File: config.mk
export PLATFORM = sky130hd
export DESIGN_NAME = filter_run_ctrl
export DESIGN_NICKNAME = d
export VERILOG_FILES = /design/src/rtl/filter_pkg.sv /design/src/rtl/valid_delay.sv /design/src/rtl/filter_run_ctrl.sv
export SDC_FILE = /design/constraint.sdc
export NUM_CORES = 1
export LEC_CHECK = 0
export CAP_MARGIN = 10
export CORE_MARGIN = 5
export CORE_UTILIZATION = 45
export CTS_BUF_LIST = sky130_fd_sc_hd__clkbuf_16
export DETAILED_ROUTE_END_ITERATION = 7
export DONT_BUFFER_PORTS = 1
export REMOVE_ABC_BUFFERS = 1
export SYNTH_ARGS = -nofsm -noshare
export SYNTH_HDL_FRONTEND = slang
export SYNTH_HIERARCHICAL = 1
export SYNTH_SLANG_ARGS = --single-unit
File: constraint.sdc
create_clock -name clk -period 2.3 [get_ports clk]
set_input_delay 0.46 -clock clk [delete_from_list [all_inputs] [get_ports clk]]
set_output_delay 0.46 -clock clk [all_outputs]
set_load 0.03 [all_outputs]
File: src/rtl/filter_pkg.sv
// ============================================================================
// filter_pkg : run-controller state encoding and parameter limits
// Rev 1.0
// ============================================================================
`default_nettype none

package filter_pkg;

  typedef enum logic [1:0] {
    ST_IDLE  = 2'd0,
    ST_RUN   = 2'd1,
    ST_DRAIN = 2'd2,
    ST_DONE  = 2'd3
  } run_state_e;

  localparam int LATENCY_MIN   = 1;
  localparam int LATENCY_MAX   = 15;
  localparam int ADDR_BITS_MIN = 1;
  localparam int ADDR_BITS_MAX = 16;

  // Drain counter only ever needs to reach LATENCY_MAX-1.
  localparam int DRAIN_CNT_W = $clog2(LATENCY_MAX + 1);

  function automatic bit params_ok(input int addr_bits, input int latency,
                                   input int num_samples);
    return (latency >= LATENCY_MIN) && (latency <= LATENCY_MAX) &&
           (addr_bits >= ADDR_BITS_MIN) && (addr_bits <= ADDR_BITS_MAX) &&
           (num_samples >= 1) && (num_samples <= (1 << addr_bits) - 1);
  endfunction

endpackage

`default_nettype wire

File: src/rtl/valid_delay.sv
// ============================================================================
// valid_delay : DEPTH-stage shift pipe tracking which filter outputs are valid
// Rev 1.0
// ============================================================================
`default_nettype none

module valid_delay #(
  parameter int DEPTH = 2
) (
  input  logic clk,
  input  logic rst,
  input  logic clr,
  input  logic din,
  output logic dout
);

  logic [DEPTH-1:0] pipe_q;
  logic [DEPTH-1:0] pipe_d;
  logic [DEPTH-1:0] pipe_shift;

  generate
    if (DEPTH == 1) begin : g_single
      assign pipe_shift = din;
    end else begin : g_multi
      assign pipe_shift = {pipe_q[DEPTH-2:0], din};
    end
  endgenerate

  always_comb begin
    pipe_d = pipe_shift;
    if (clr) begin
      pipe_d = '0;
    end
  end

  always_ff @(posedge clk) begin
    if (!rst) begin
      pipe_q <= '0;
    end else begin
      pipe_q <= pipe_d;
    end
  end

  assign dout = pipe_q[DEPTH-1];

endmodule

`default_nettype wire

File: src/rtl/filter_run_ctrl.sv
// ============================================================================
// filter_run_ctrl : sequences ROM reads through the filter into result RAM,
// then lets the user step a review address. Optional: CHECKSUM_EN. Rev 1.0
// ============================================================================
`default_nettype none

module filter_run_ctrl
  import filter_pkg::*;
#(
  parameter int DATA_BITS   = 8,
  parameter int ADDR_BITS   = 8,
  parameter int NUM_SAMPLES = 255,
  parameter int LATENCY     = 2
) (
  input  logic                 clk,
  input  logic                 rst,
  input  logic                 start,
  input  logic                 step_up,
  input  logic                 step_down,
  output logic [ADDR_BITS-1:0] rom_addr,
  output logic                 filt_en,
  input  logic [DATA_BITS-1:0] filt_out,
  output logic                 ram_we,
  output logic [ADDR_BITS-1:0] ram_waddr,
  output logic [DATA_BITS-1:0] ram_wdata,
  output logic [ADDR_BITS-1:0] ram_raddr,
  output logic                 busy,
  output logic                 done
`ifdef CHECKSUM_EN
  ,
  output logic [15:0]          checksum
`endif
);

  localparam logic [ADDR_BITS-1:0]   LAST_ADDR  = ADDR_BITS'(NUM_SAMPLES - 1);
  localparam logic [DRAIN_CNT_W-1:0] LAST_DRAIN = DRAIN_CNT_W'(LATENCY - 1);

  run_state_e             state_q, state_d;
  logic [ADDR_BITS-1:0]   rom_addr_q, rom_addr_d;
  logic [ADDR_BITS-1:0]   ram_waddr_q, ram_waddr_d;
  logic [ADDR_BITS-1:0]   ram_raddr_q, ram_raddr_d;
  logic [DRAIN_CNT_W-1:0] drain_cnt_q, drain_cnt_d;
  logic                   run_start;
  logic                   pipe_out;

  assign run_start = start && ((state_q == ST_IDLE) || (state_q == ST_DONE));

  valid_delay #(
    .DEPTH (LATENCY)
  ) u_valid_delay (
    .clk  (clk),
    .rst  (rst),
    .clr  (run_start),
    .din  (state_q == ST_RUN),
    .dout (pipe_out)
  );

  always_comb begin
    state_d     = state_q;
    rom_addr_d  = rom_addr_q;
    ram_waddr_d = ram_waddr_q;
    ram_raddr_d = ram_raddr_q;
    drain_cnt_d = drain_cnt_q;

    if (pipe_out) begin
      ram_waddr_d = ram_waddr_q + ADDR_BITS'(1);
    end

    case (state_q)
      ST_RUN: begin
        if (rom_addr_q == LAST_ADDR) begin
          state_d     = ST_DRAIN;
          drain_cnt_d = '0;
        end else begin
          rom_addr_d = rom_addr_q + ADDR_BITS'(1);
        end
      end
      // Drain exactly LATENCY cycles so the last valid reaches the RAM.
      ST_DRAIN: begin
        if (drain_cnt_q == LAST_DRAIN) begin
          state_d = ST_DONE;
        end else begin
          drain_cnt_d = drain_cnt_q + DRAIN_CNT_W'(1);
        end
      end
      ST_DONE: begin
        if (step_up && !step_down && (ram_raddr_q != LAST_ADDR)) begin
          ram_raddr_d = ram_raddr_q + ADDR_BITS'(1);
        end else if (step_down && !step_up && (ram_raddr_q != '0)) begin
          ram_raddr_d = ram_raddr_q - ADDR_BITS'(1);
        end
      end
      default: ;
    endcase

    if (run_start) begin
      state_d     = ST_RUN;
      rom_addr_d  = '0;
      ram_waddr_d = '0;
      ram_raddr_d = '0;
    end
  end

  always_ff @(posedge clk) begin
    if (!rst) begin
      state_q     <= ST_IDLE;
      rom_addr_q  <= '0;
      ram_waddr_q <= '0;
      ram_raddr_q <= '0;
      drain_cnt_q <= '0;
    end else begin
      state_q     <= state_d;
      rom_addr_q  <= rom_addr_d;
      ram_waddr_q <= ram_waddr_d;
      ram_raddr_q <= ram_raddr_d;
      drain_cnt_q <= drain_cnt_d;
    end
  end

`ifdef CHECKSUM_EN
  logic [15:0] checksum_q, checksum_d;

  always_comb begin
    checksum_d = checksum_q;
    if (run_start) begin
      checksum_d = '0;
    end else if (pipe_out) begin
      checksum_d = checksum_q + 16'(filt_out);
    end
  end

  always_ff @(posedge clk) begin
    if (!rst) begin
      checksum_q <= '0;
    end else begin
      checksum_q <= checksum_d;
    end
  end

  assign checksum = checksum_q;
`endif

  assign rom_addr  = rom_addr_q;
  assign filt_en   = (state_q == ST_RUN) || (state_q == ST_DRAIN);
  assign busy      = filt_en;
  assign done      = (state_q == ST_DONE);
  assign ram_we    = pipe_out;
  assign ram_waddr = ram_waddr_q;
  assign ram_wdata = filt_out;
  assign ram_raddr = ram_raddr_q;

endmodule

`default_nettype wire

==> results.md <==
- The endpoint required time on the critical path is between 2 and 3 ns.
- After clock tree synthesis, the clock-pin slew on the worst setup and hold paths is 0.05 ns.
- The library cell used most frequently in the layout, excluding fill and tap cells, is dfxtp_1.
- Once the floorplan was initialized, standard cells occupied between 40% and 50% of the core.
- The detailed router put a total of 1.639 mm of wire on met1.
- The flow ran to the end, and the final reports show no timing, DRC or antenna violations.
- The proportion of netlist area held by the largest area contributor is 35.58%.
- In the synthesized netlist the dominant register cell turns out to be dfxtp_1.
- The number of detailed-routing iterations run before antenna repair is 4.
- The number of placed instances, taps included, is 259.
- The startpoint identified for the worst register-to-register timing path is ram_raddr[0].
- The reg-to-reg endpoint is ram_raddr[6].
- In the post-synthesis netlist, the biggest area contributors are dfxtp_1, ha_1, nor2_1.
- The maximum level of the CTS H-tree is 2.
- The area growth from synthesis to layout is 16.96%.
- Summed over all nets, wire length on met2 after detailed routing comes to 1.831 mm.
- The routed via count is roughly 1,500.
- Counting I/O delays and the setup requirement, the final critical path takes 2.299 ns.
- Summing the sequential cell areas from Yosys gives between 30% and 40% of the chip area.
- For this design the static power due to leakage is about 0.00086 uW.
- The cell chosen for the clock root is clkbuf_16.
- The final cell utilization of the core is 53.41%.
- The via count of the first global-routing pass is between 1,500 and 2,000.
- Global routing used 16.02% of the available tracks.
- The number of routed nets with antenna violations is 0.
- The number of antenna diodes is 0.
- The number of clock buffers added by TritonCTS is 5.
- The first global-routing pass estimated 6.810 mm of wire.
- The count of pins on the block boundary is between 40 and 50.
- On the final layout, the worst hold slack is approximately 0.31 ns.
- Setup repair after global routing could not meet its margin everywhere.
- The die covers roughly 5400 um^2.
- Summing internal, switching and leakage power gives 1460 uW.
- The half-perimeter wire length after placement is just under 3 mm.
- For the worst-skew pair, the clock arrives at the later sink with an insertion delay of 0.27 ns.
- The mean instance size in the synthesized netlist is about 8.7 um^2.
- The origin of the worst setup path is ram_raddr[0].
- The met3 wire length is slightly below 300 um.
- The maximum fanout along the worst path is 4.
- After the first detailed-routing iteration, the DRC count stood at 46.
- The final RePlAce weighted congestion is roughly 0.81.
- The worst setup path is captured at a flop.
- In this run, synthesis produced a sequential element count of 32.
- The total of hold buffers inserted after clock tree synthesis is 0.
- The biggest area consumer among synthesized cells is dfxtp_1.
- Clock skew on the completed layout was measured at approximately 0.0026 ns.
- The number of different library cells used by synthesis comes to 39.
- Counting cells, the worst reg-to-reg path comes to 9.
- For this run, the top clock speed supported by timing is between 400 and 500 MHz.
- The number of max-slew violations in the final report is 0.
- The number of warnings reported in the yosys synthesis log is 6.
- VDD sags by at most just under 0.4 mV.
- Once layout is complete, the cells apart from fillers number between 200 and 300.
- The number of endpoints failing setup at the final stage is 0.
- The tightest min-delay check is of the in -> reg type.
- In this run the tightest slew margin relative to its limit is between 60 and 70%.
- TritonCTS built the clock tree.
- The number of sinks on the clock net is 32.
- The clock passes through at most 2 buffers.
- The max-cap check violation count is 0.
- The number of flops mapped to enable cells by yosys is 0.
- In the layout the commonest cells are dfxtp_1, nor2_1, buf_4, nand2_1, ha_1.
- The critical path class is reg -> reg.
- For this run, the post-layout net count is 244.
- The final hold violation count was 0.
- Synthesis produced a netlist whose cell count is 206.
- STA puts the critical path data arrival time at 2.50 ns.
- The layout filler cell count is approximately 370.
- In this run the tool buffered the top-level ports with 0 buffer cells.
- The top routing layer in use is met4.
- Measured along the x axis, the die boundary spans 73.26 um.
- The core region is 3943 um^2.
- The area of the multi-input gates is roughly 1100 um^2.
- The share of final-layout standard cells stronger than drive strength 1 is between 10% and 20%.
- The sequential cells in the finished layout cover a total of ~640 um^2.
- For this run, design rule violations remaining after detail routing come to 0.
- The mean number of vias per cell is 5.536.
- The total overflow left after global routing is 0.
- The final critical path takes up 99.94% of the cycle.
- The initialized floorplan defines 23 standard-cell rows.
- The pin count of the biggest net entering global routing is 18.
- The endpoint of the most critical setup path is ram_raddr[6].
- The worst register-to-register path has a setup slack of 0.001 ns.
- The cell area that synthesis handed to floorplanning was ~1800 um^2.
- The vertical die dimension is 73.26 um.
- Wires add up to approximately 3.8 mm.
- Of all flip-flops after synthesis, the portion carrying an async set or reset was 0%.
- The detailed-route wire length per cell is 14.30 um.
- The power per unit of standard cell area is about 690 nW/um^2.
- The number of antenna violations at the first check in global routing is 0.
- The worst setup path is launched from a flop.
- At the pin with the least slew margin, the transition time is about 0.5 ns.
## worst min-delay path by stage
stage	start	end	slack, ns	cells after the start
2_1_floorplan	u_valid_delay/pipe_q[0]	u_valid_delay/pipe_q[1]	0.45	1
3_3_place_gp	u_valid_delay/pipe_q[0]	u_valid_delay/pipe_q[1]	0.46	1
3_5_place_dp	u_valid_delay/pipe_q[0]	u_valid_delay/pipe_q[1]	0.47	1
4_1_cts	rst	drain_cnt_q[0]	0.31	1
5_1_grt	rst	drain_cnt_q[0]	0.32	1
6_report	rst	drain_cnt_q[0]	0.31	1
## flip-flops by register name, indices dropped and copies added (netlist names)
signal	count
ram_waddr	8
drain_cnt_q	4
state_q	2
ram_raddr	8
rom_addr	8
u_valid_delay/pipe_q	2
## report_power, final
part / switching [uW] / internal [uW] / total [uW]
clock network: 232 / 508 / 740
logic: 92.6 / 50.4 / 143
registers: 12.0 / 565 / 577
total: 337 / 1120 / 1460
## synth_stat cells (4+ instances only)
cell type,number
o21ai_0,6
nor2_1,28
dfxtp_1,32
a21oi_1,9
ha_1,14
inv_1,11
a211oi_1,4
nand2_1,15
buf_4,9
xor2_1,9
nand3_1,4
mux2i_1,9
xnor2_1,8
nand4_1,10
## worst max-delay path: stages (launching register included)
cell,delay (ns)
dfxtp_1,0.31
nand4b_1,0.16
o211a_1,0.24
inv_2,0.13
ha_4,0.22
nor2b_4,0.12
o31a_1,0.26
or4b_1,0.46
a31o_1,0.21
a21oi_2,0.12
## cells by family after synthesis
group | after synthesis | synth area share [%]
muxes | 9 | 5.004
and+or+nand+nor | 76 | 21.33
adders and majority gates | 15 | 10.84
AOI/OAI and AO/OA | 33 | 12.02
DFF | 32 | 35.58
buffers and inverters | 24 | 6.949
xor gates and xnor gates | 17 | 8.270
## final cells by class
type	count	share of cell area (%)
multi-input cells	150	50.92
flip-flops and latches	32	30.48
clock buffers	5	5.942
repair buffers	16	5.704
well taps	50	2.971
clock inverters	3	2.020
inverters	11	1.961
## routing by layer
metal | up-vias | GRT usage, %
li1 | 726 | -
met1 | 708 | 18.92
met2 | 38 | 25.42
met3 | 6 | 7.934
met4 | 0 | 4.918
met5 | - | 0
## metrics by stage
| step | setup TNS (ns) | setup slack (ns) | cell area [um^2] |
|---|---|---|---|
| after floorplan | -0.3475 | -0.3090 | 1717 |
| after global placement | -0.06832 | -0.06832 | 1899 |
| after detailed placement | -0.08302 | -0.05364 | 1899 |
| after CTS | 0 | 0.0003098 | 2067 |
| after global routing | -0.08132 | -0.08132 | 2106 |
| final | 0 | 0.001397 | 2106 |
## repair_timing
action,in CTS,in global routing
resized for setup,1,5
setup endpoints to repair,2,2
pin swaps,0,0
setup buffers,0,0
(Power assumes the default switching activity.)
